## src/rtl/uart_pkg.sv

```systemverilog
// Shared UART definitions: data width, baud divider and receiver FSM states.
package uart_pkg;

    // Byte width shared by the receiver and transmitter
    localparam int unsigned DATA_W = 8;

    // CLOCK_50 divider giving 115200 baud at 16 oversample ticks per bit
    localparam int unsigned CLKDIV_115200_OS16 = 27;

    typedef enum logic [2:0] {
        IDLE,
        START,
        DATA,
        PARITY,
        STOP,
        WAIT_HIGH
    } rx_state_t;

endpackage

```

## src/rtl/uart_sync.sv

```systemverilog
// N-stage synchroniser for an asynchronous single-bit input, reset to RST_VAL.
module uart_sync #(
    parameter int unsigned STAGES  = 2,
    parameter logic        RST_VAL = 1'b1
) (
    input  logic clk,
    input  logic rst_n,
    input  logic d,
    output logic q
);

    logic [STAGES-1:0] sync_q;

    // Shift the raw input through the flop chain
    always_ff @(posedge clk) begin
        if (!rst_n) begin
            sync_q <= {STAGES{RST_VAL}};
        end else begin
            sync_q <= {sync_q[STAGES-2:0], d};
        end
    end

    assign q = sync_q[STAGES-1];

endmodule

```

## src/rtl/uart_rx.sv

```systemverilog
// Oversampling UART receiver, 8N1 by default.
// Define UART_RX_PARITY_EN to compile in an even-parity bit (8E1 frame).
module uart_rx
    import uart_pkg::*;
#(
    parameter int unsigned OS_RATE     = 16,
    parameter int unsigned SYNC_STAGES = 2
) (
    input  logic              CLK,
    input  logic              RST_N,
    input  logic              CLK_OS,
    input  logic              RX_PIN,
    output logic [DATA_W-1:0] RX_DATA,
    output logic              RX_VALID,
    output logic              RX_FERR,
    output logic              RX_PERR,
    output logic              RX_BUSY
);

    localparam int unsigned CNT_W = $clog2(OS_RATE);
    localparam int unsigned BIT_W = $clog2(DATA_W);

    localparam logic [CNT_W-1:0] CNT_S0   = CNT_W'(OS_RATE / 2 - 1);
    localparam logic [CNT_W-1:0] CNT_S1   = CNT_W'(OS_RATE / 2);
    localparam logic [CNT_W-1:0] CNT_S2   = CNT_W'(OS_RATE / 2 + 1);
    localparam logic [CNT_W-1:0] CNT_END  = CNT_W'(OS_RATE - 1);
    localparam logic [BIT_W-1:0] BIT_LAST = BIT_W'(DATA_W - 1);

    logic              rx_sync;
    rx_state_t         state_q, state_d;
    logic [CNT_W-1:0]  cnt_q, cnt_d;
    logic [BIT_W-1:0]  bit_q, bit_d;
    logic [1:0]        samp_q, samp_d;
    logic [DATA_W-1:0] shift_q, shift_d;
    logic [DATA_W-1:0] data_q, data_d;
    logic              valid_q, valid_d;
    logic              ferr_q, ferr_d;
`ifdef UART_RX_PARITY_EN
    logic              par_q, par_d;
    logic              perr_q, perr_d;
`endif
    logic              vote;
    logic              bit_end;

    uart_sync #(
        .STAGES  (SYNC_STAGES),
        .RST_VAL (1'b1)
    ) u_sync (
        .clk   (CLK),
        .rst_n (RST_N),
        .d     (RX_PIN),
        .q     (rx_sync)
    );

    // Two stored mid-bit samples plus the live third sample; only meaningful at CNT_S2
    assign vote    = (samp_q[0] & samp_q[1]) | (samp_q[0] & rx_sync) | (samp_q[1] & rx_sync);
    assign bit_end = (cnt_q == CNT_END);

    // State, counters, shift register and registered outputs
    always_ff @(posedge CLK) begin
        if (!RST_N) begin
            state_q <= IDLE;
            cnt_q   <= '0;
            bit_q   <= '0;
            samp_q  <= '0;
            shift_q <= '0;
            data_q  <= '0;
            valid_q <= 1'b0;
            ferr_q  <= 1'b0;
`ifdef UART_RX_PARITY_EN
            par_q   <= 1'b0;
            perr_q  <= 1'b0;
`endif
        end else begin
            state_q <= state_d;
            cnt_q   <= cnt_d;
            bit_q   <= bit_d;
            samp_q  <= samp_d;
            shift_q <= shift_d;
            data_q  <= data_d;
            valid_q <= valid_d;
            ferr_q  <= ferr_d;
`ifdef UART_RX_PARITY_EN
            par_q   <= par_d;
            perr_q  <= perr_d;
`endif
        end
    end

    // Next-state and datapath decode; everything advances only on CLK_OS
    always_comb begin
        state_d = state_q;
        cnt_d   = cnt_q;
        bit_d   = bit_q;
        samp_d  = samp_q;
        shift_d = shift_q;
        data_d  = data_q;
        valid_d = 1'b0;
        ferr_d  = ferr_q;
`ifdef UART_RX_PARITY_EN
        par_d   = par_q;
        perr_d  = perr_q;
`endif
        if (CLK_OS) begin
            if (state_q != IDLE && state_q != WAIT_HIGH) begin
                cnt_d = bit_end ? '0 : cnt_q + CNT_W'(1);
                if (cnt_q == CNT_S0) samp_d[0] = rx_sync;
                if (cnt_q == CNT_S1) samp_d[1] = rx_sync;
            end
            case (state_q)
                IDLE: begin
                    if (!rx_sync) begin
                        state_d = START;
                        cnt_d   = '0;
                    end
                end
                START: begin
                    if (cnt_q == CNT_S2 && vote) begin
                        state_d = IDLE;
                    end else if (bit_end) begin
                        state_d = DATA;
                        bit_d   = '0;
                    end
                end
                DATA: begin
                    if (cnt_q == CNT_S2) shift_d = {vote, shift_q[DATA_W-1:1]};
                    if (bit_end) begin
                        if (bit_q == BIT_LAST) begin
`ifdef UART_RX_PARITY_EN
                            state_d = PARITY;
`else
                            state_d = STOP;
`endif
                        end else begin
                            bit_d = bit_q + BIT_W'(1);
                        end
                    end
                end
`ifdef UART_RX_PARITY_EN
                PARITY: begin
                    if (cnt_q == CNT_S2) par_d = vote;
                    if (bit_end) state_d = STOP;
                end
`endif
                STOP: begin
                    // Leave at the vote, half a bit early, so a back-to-back start edge is not missed
                    if (cnt_q == CNT_S2) begin
                        data_d  = shift_q;
                        valid_d = 1'b1;
                        ferr_d  = ~vote;
`ifdef UART_RX_PARITY_EN
                        perr_d  = ^{shift_q, par_q};
`endif
                        state_d = vote ? IDLE : WAIT_HIGH;
                    end
                end
                WAIT_HIGH: begin
                    if (rx_sync) state_d = IDLE;
                end
                default: state_d = IDLE;
            endcase
        end
    end

    assign RX_DATA  = data_q;
    assign RX_VALID = valid_q;
    assign RX_FERR  = ferr_q;
`ifdef UART_RX_PARITY_EN
    assign RX_PERR  = perr_q;
`else
    assign RX_PERR  = 1'b0;
`endif
    assign RX_BUSY  = (state_q != IDLE);

endmodule

```

## config.mk

```make
export PLATFORM = sky130hd
export DESIGN_NAME = uart_rx
export DESIGN_NICKNAME = d
export VERILOG_FILES = /design/src/rtl/uart_pkg.sv /design/src/rtl/uart_sync.sv /design/src/rtl/uart_rx.sv
export SDC_FILE = /design/constraint.sdc
export NUM_CORES = 1
export LEC_CHECK = 0
export ABC_AREA = 1
export BUFFER_PORTS_ARGS = -buffer_cell sky130_fd_sc_hd__buf_4
export CAP_MARGIN = 40
export CORE_MARGIN = 2
export CORE_UTILIZATION = 57
export CTS_CLUSTER_SIZE = 24
export DETAILED_ROUTE_END_ITERATION = 10
export PLACE_DENSITY = 0.78
export SLEW_MARGIN = 0
export SYNTH_ARGS = -nofsm -noshare
export SYNTH_HDL_FRONTEND = slang
export SYNTH_SLANG_ARGS = --single-unit
```

## constraint.sdc

```tcl
create_clock -name CLK -period 1.6 [get_ports CLK]
set_input_delay 0.16 -clock CLK [delete_from_list [all_inputs] [get_ports CLK]]
set_output_delay 0.16 -clock CLK [all_outputs]
set_load 0.01 [all_outputs]
```

==> impl_metrics.yaml, run 1 <==
detailed_routing:
  viasPerCell: 5.102
  drc: 0
  wl_per_cell_um: 11.75
  wirelength_mm: 3.008
  drtIter0Drc: 29
  first_pass_iters: 4
  vias: 1306
  ant_nets: 0
logic_synthesis:
  syn_area_per_cell_sq_um: 7.333
  syn-num-nets: 217
  seq_area_frac_synth_pct: 42.00
  synth_warnings: 0
  syn_area_sq_mm: 0.001525
  synthCells: 208
  ys_ff_latch: 32
  ys_types: 28
clocking:
  cts_buffer_depth: 2
  h-tree-depth: 2
  ctsHoldBuffers: 0
  tritoncts: "built"
  cts_sinks: 32
  cts_root_buf: "clkbuf_4"
  clk_pin_slew_ns: 0.09
  insertion_delay_ns: 0.32
  cts_setup_buffers: 0
  cts_made_buffers: 5
  post_cts_resized: 1
setup_path:
  slowest_delay_ns: 0.38
  cp.arrival_ns: 1.70
  cp_common_cell: "nand3_1"
  crit_path_cell_trace: "ha_1 -> nand3_1 -> nand3_1 -> nand2_1 -> nor2_2 -> nand3_1 -> nand2_1 -> nor2_1"
  r2r_start: "cnt_q[1]$_SDFFE_PN0P_"
  worstSetupStartpoint: "cnt_q[1]$_SDFFE_PN0P_"
  required_ns: 1.82
  critPathBufInv: 0
  path_max_fanout: 4
  cp-start-kind: "register"
  end_kind: "register"
  critical_path_class: "register to register"
  crit_family: "simple AND/OR/NAND/NOR gates"
  crit_path_top_delay_cell: "dfxtp_1"
sta:
  clock-skew-final_ns: 0.007110
  holdWs_ns: 0.03831
  finalSetupViolCount: 0
  final.min_clock_period_ns: 1.474
  max_clock_freq_ghz: 0.6786
  finalCritPeriodShare_pct: 92.11
  hold_viol_final: 0
  finalMaxSlewViolations: 0
finish:
  final_nets: 235
  area_growth_pct: 12.55
  stdcell_count: 256
  final_cell_mix: "48 x nor2_1, 33 x nand2_1, 31 x dfxtp_1"
  diodes: 0
  final_common_cell: "nor2_1"
  final_area_sq_mm: 0.001717
  drive_gt1_share_pct: 23.89
  post-route-util_pct: 68.67
floorplanning:
  die_y_um: 55.73
  io-pin-count: 16
  coreArea_sq_mm: 0.002500
  core.rowCount: 18
  die_w_um: 55.73
  initial_utilization_pct: 61.01
  die_area_sq_mm: 0.003106
placed_design:
  dpl_cell_area_sq_mm: 0.001649
  dp_cells: 249
  hpwlAfterDp_mm: 2.291
  port_buffers: 14
  gp_congestion: 0.8449
status:
  run_status: "completed"
grt:
  first_global_vias: 1257
  antenna_found_initial: 0
  grt_pass1_wl_mm: 5.361
  grt.total_usage_pct: 21.67
  grt_remaining_overflow: 0
  grt_max_degree: 24
pwr:
  cellPowerDensity_mw_per_mm2: 1327
  peakVddDrop_uv: 952.1
  totalPowerFinal_mw: 2.277
  p_leak_nw: 0.7351
flow_run:
  maxCapViolCount: 0
min_path:
  hold_start: "RX_PIN"
  min_path_type: "input pin to register"
Yosys cell counts:
master | count | area [sq um]
buf_6 | 1 | 11.26
buf_4 | 1 | 7.510
nor2_2 | 2 | 12.51
nand2_1 | 34 | 127.6
inv_2 | 7 | 26.28
o21ai_2 | 1 | 8.760
nand2_2 | 5 | 31.28
a21oi_2 | 1 | 8.760
ha_1 | 5 | 62.56
clkinv_2 | 1 | 5.000
inv_1 | 10 | 37.54
or2_2 | 2 | 12.51
nor3_1 | 1 | 5.000
clkinv_1 | 1 | 3.750
nor2_1 | 50 | 187.7
conb_1 | 1 | 3.750
nor3_2 | 3 | 30.03
nand3_1 | 11 | 55.05
o21ai_0 | 9 | 45.04
clkbuf_1 | 2 | 7.510
nand3_2 | 1 | 10.01
o21ai_1 | 13 | 65.06
nand3b_4 | 1 | 20.02
nor3b_2 | 1 | 12.51
a21oi_1 | 6 | 30.03
dfxtp_1 | 32 | 640.6
nor2_4 | 4 | 45.04
nand4_1 | 2 | 12.51
logic make-up (layout without fill, tap and decap cells):
group | Yosys count | in the layout | synth area share [%]
AOI/OAI and AO/OA | 30 | 30 | 10.34
adders and majority gates | 5 | 5 | 4.102
buffers and inverters | 23 | 41 | 6.481
DFF | 32 | 32 | 42.00
other | 1 | 1 | 0.2459
and+or+nand+nor | 117 | 117 | 36.83
flip-flops by register name, indices dropped and copies added (netlist names):
signal / flops
RX_FERR: 1
RX_VALID: 1
shift_q: 8
cnt_q: 4
samp_q: 2
RX_DATA: 8
bit_q: 3
u_sync.sync_q: 2
state_q: 3
where the power goes:
group | internal (mW) | switching [mW]
logic | 0.314 | 0.590
clock network | 0.162 | 0.252
registers | 0.874 | 0.0855
total | 1.35 | 0.927
worst register-to-register path, cell delays in order (launching register included):
cell and delay (ns):
dfxtp_1 0.38, ha_1 0.20, nand3_1 0.16, nand3_1 0.13, nand2_1 0.12, nor2_2 0.19
nand3_1 0.09, nand2_1 0.07, nor2_1 0.04
layout make-up:
class,count,area [sq um]
Clock buffer,6,41.29
Clock inverter,1,5.005
Fill cell,214,783.3
Inverter,19,72.57
Multi-Input combinational cell,153,805.8
Sequential cell,32,641.9
Tap cell,30,37.54
Timing Repair Buffer,15,112.6
per-layer routing:
layer	wire length (um)	GRT usage [%]	up-vias
met4	14	6.272	0
met3	138	6.279	2
met5	0	0	-
li1	-	-	699
met1	1445	28.11	576
met2	1408	35.03	29
through the flow:
stage | worst slack (ns) | TNS (ns)
after floorplan | 0.2548 | 0
after global placement | 0.02702 | 0
after detailed placement | -0.05553 | -0.2839
after CTS | 0.04592 | 0
after global routing | -0.01251 | -0.01908
final | 0.1263 | 0
final timing paths:
kind / endpoint / slack [ns] / cells after the start
min: u_sync.sync_q[0]$_SDFF_PN1_ / 0.04 / 2
max: state_q[1]$_SDFFE_PN0P_ / 0.13 / 8
max reg2reg: state_q[1]$_SDFFE_PN0P_ / 0.13 / 8
min reg2reg: u_sync.sync_q[1]$_SDFF_PN1_ / 0.43 / 1
No activity file was read; power rests on OpenSTA's default activity.
==> inputs of run 2 (changes only) <==
--- a/config.mk
+++ b/config.mk
@@ -12,6 +12,7 @@
 export CORE_UTILIZATION = 57
 export CTS_CLUSTER_SIZE = 24
 export DETAILED_ROUTE_END_ITERATION = 10
+export HOLD_SLACK_MARGIN = 0.06
 export PLACE_DENSITY = 0.78
 export SLEW_MARGIN = 0
 export SYNTH_ARGS = -nofsm -noshare
==> impl_metrics.yaml, run 2 (synthesized netlist as in run 1, its figures left out) <==
status:
  run_status: "completed"
setup_path:
  required_ns: 1.86
  critical_path_class: "register to register"
  reg2reg_depth: 9
  crit_family: "simple AND/OR/NAND/NOR gates"
  cp.arrival_ns: 1.73
  end_kind: "register"
  cp-start-kind: "register"
  crit_path_top_delay_cell: "dfxtp_1"
  crit_path_cell_trace: "nand2_1 -> nor2_1 -> buf_4 -> nand2_1 -> nand2_1 -> nor2_2 -> nand3_1 -> nand2_1 -> nor2_1"
  critPathBufInv: 1
  path_max_fanout: 5
  cp.depth: 9
  cp_common_cell: "nand2_1"
  slowest_delay_ns: 0.46
grt:
  antenna_found_initial: 0
  grt_pass1_wl_mm: 5.368
  grt-busiest-layer: "met2"
  grt_remaining_overflow: 0
  grt_max_degree: 24
  met1_usage_pct: 28.11
  grt.total_usage_pct: 21.67
  grt_use_met2_pct: 35.03
  use_met3_pct: 6.279
  first_global_vias: 1263
finish:
  multi_input_area_sq_um: 805.8
  regArea_sq_um: 641.9
  area_growth_pct: 13.21
  final_area_sq_mm: 0.001727
  post-route-util_pct: 69.07
  final_cell_mix: "48 x nor2_1, 33 x nand2_1, 31 x dfxtp_1"
  drive_gt1_share_pct: 23.79
  diodes: 0
  final_nets: 236
  n_fill_cell: 213
  final_common_cell: "nor2_1"
clocking:
  clk_pin_slew_ns: 0.09
  h-tree-depth: 2
  cts_sinks: 32
  cts_made_buffers: 5
  insertion_delay_ns: 0.32
  tritoncts: "built"
  cts_root_buf: "clkbuf_4"
  cts_buffer_depth: 2
min_path:
  min_path_type: "input pin to register"
  min_path_cells: 3
floorplanning:
  die_area_sq_mm: 0.003106
  coreArea_sq_mm: 0.002500
  die_w_um: 55.73
  io-pin-count: 16
  initial_utilization_pct: 61.01
  core.rowCount: 18
  die_y_um: 55.73
pwr:
  totalPowerFinal_mw: 2.279
  peakVddDrop_uv: 952.0
  p_leak_nw: 0.7393
  cellPowerDensity_mw_per_mm2: 1320
detailed_routing:
  wl_per_cell_um: 11.69
  first_pass_iters: 4
  vias: 1312
  drc: 0
  viasPerCell: 5.105
  drtIter0Drc: 33
  ant_nets: 0
  wirelength_mm: 3.004
sta:
  final.min_clock_period_ns: 1.474
  holdWs_ns: 0.1764
  hold_viol_final: 0
  finalSetupViolCount: 0
  finalCritPeriodShare_pct: 92.10
  clock-skew-final_ns: 0.007187
  max_clock_freq_ghz: 0.6786
  worst_slack_ns: 0.1265
  finalMaxSlewViolations: 0
placed_design:
  dp_slack_ns: -0.05553
  port_buffers: 14
  dpl_cell_area_sq_mm: 0.001649
  gp_congestion: 0.8449
  hpwlAfterDp_mm: 2.291
flow_run:
  maxCapViolCount: 0
[run 2: cell types whose count changed in the layout (fill, tap and decap cells not counted)]
cell,before,now
dlygate4sd3_1,0,1
[run 2: report_power, final]
| part | leakage, nW | switching, mW | internal [mW] |
|---|---|---|---|
| combinational | 0.452 | 0.590 | 0.315 |
| sequential | 0.259 | 0.0855 | 0.874 |
| clock | 0.0281 | 0.252 | 0.162 |
[run 2: final timing paths]
kind / endpoint / slack (ns) / start
max: state_q[1]$_SDFFE_PN0P_ / 0.13 / state_q[2]$_SDFFE_PN0P_
min: bit_q[0]$_SDFFE_PN0P_ / 0.18 / RST_N
max reg2reg: state_q[1]$_SDFFE_PN0P_ / 0.13 / state_q[2]$_SDFFE_PN0P_
min reg2reg: u_sync.sync_q[1]$_SDFF_PN1_ / 0.43 / u_sync.sync_q[0]$_SDFF_PN1_
[run 2: worst reg2reg max path, stage by stage (launching register included)]
cell     delay [ns]
dfxtp_1        0.46
nand2_1        0.08
nor2_1         0.25
buf_4          0.18
nand2_1        0.07
nand2_1        0.10
nor2_2         0.06
nand3_1        0.07
nand2_1        0.06
nor2_1         0.10
[run 2: final cells by class]
| cell class | instances | area share, % |
|---|---|---|
| Clock inverter | 1 | 0.2899 |
| Multi-Input combinational cell | 153 | 46.67 |
| Sequential cell | 32 | 37.17 |
| Timing Repair Buffer | 16 | 7.101 |
| Tap cell | 30 | 2.174 |
| Clock buffer | 6 | 2.391 |
| Inverter | 19 | 4.203 |
[run 2: what timing repair did]
action                                  in CTS  in global routing
gates resized for setup                      1                  5
pin swaps                                    0                  0
hold endpoints to repair                     1                  0
hold buffers                                 1                  0
gates cloned                                 0                  0
endpoints found under the setup margin       8                 16
setup buffers                                0                  0
[run 2: metrics by stage]
step	cells	TNS, ns
floorplan	208	0
global placement	249	0
CTS	257	0
detailed placement	249	-0.2839
finish	257	0
global route	257	-0.01908
[run 2: routing by layer]
| layer | vias up | wire length (um) |
|---|---|---|
| met2 | 31 | 1404 |
| met4 | 0 | 14 |
| met3 | 2 | 142 |
| met1 | 579 | 1442 |
| met5 | - | 0 |
| li1 | 700 | - |
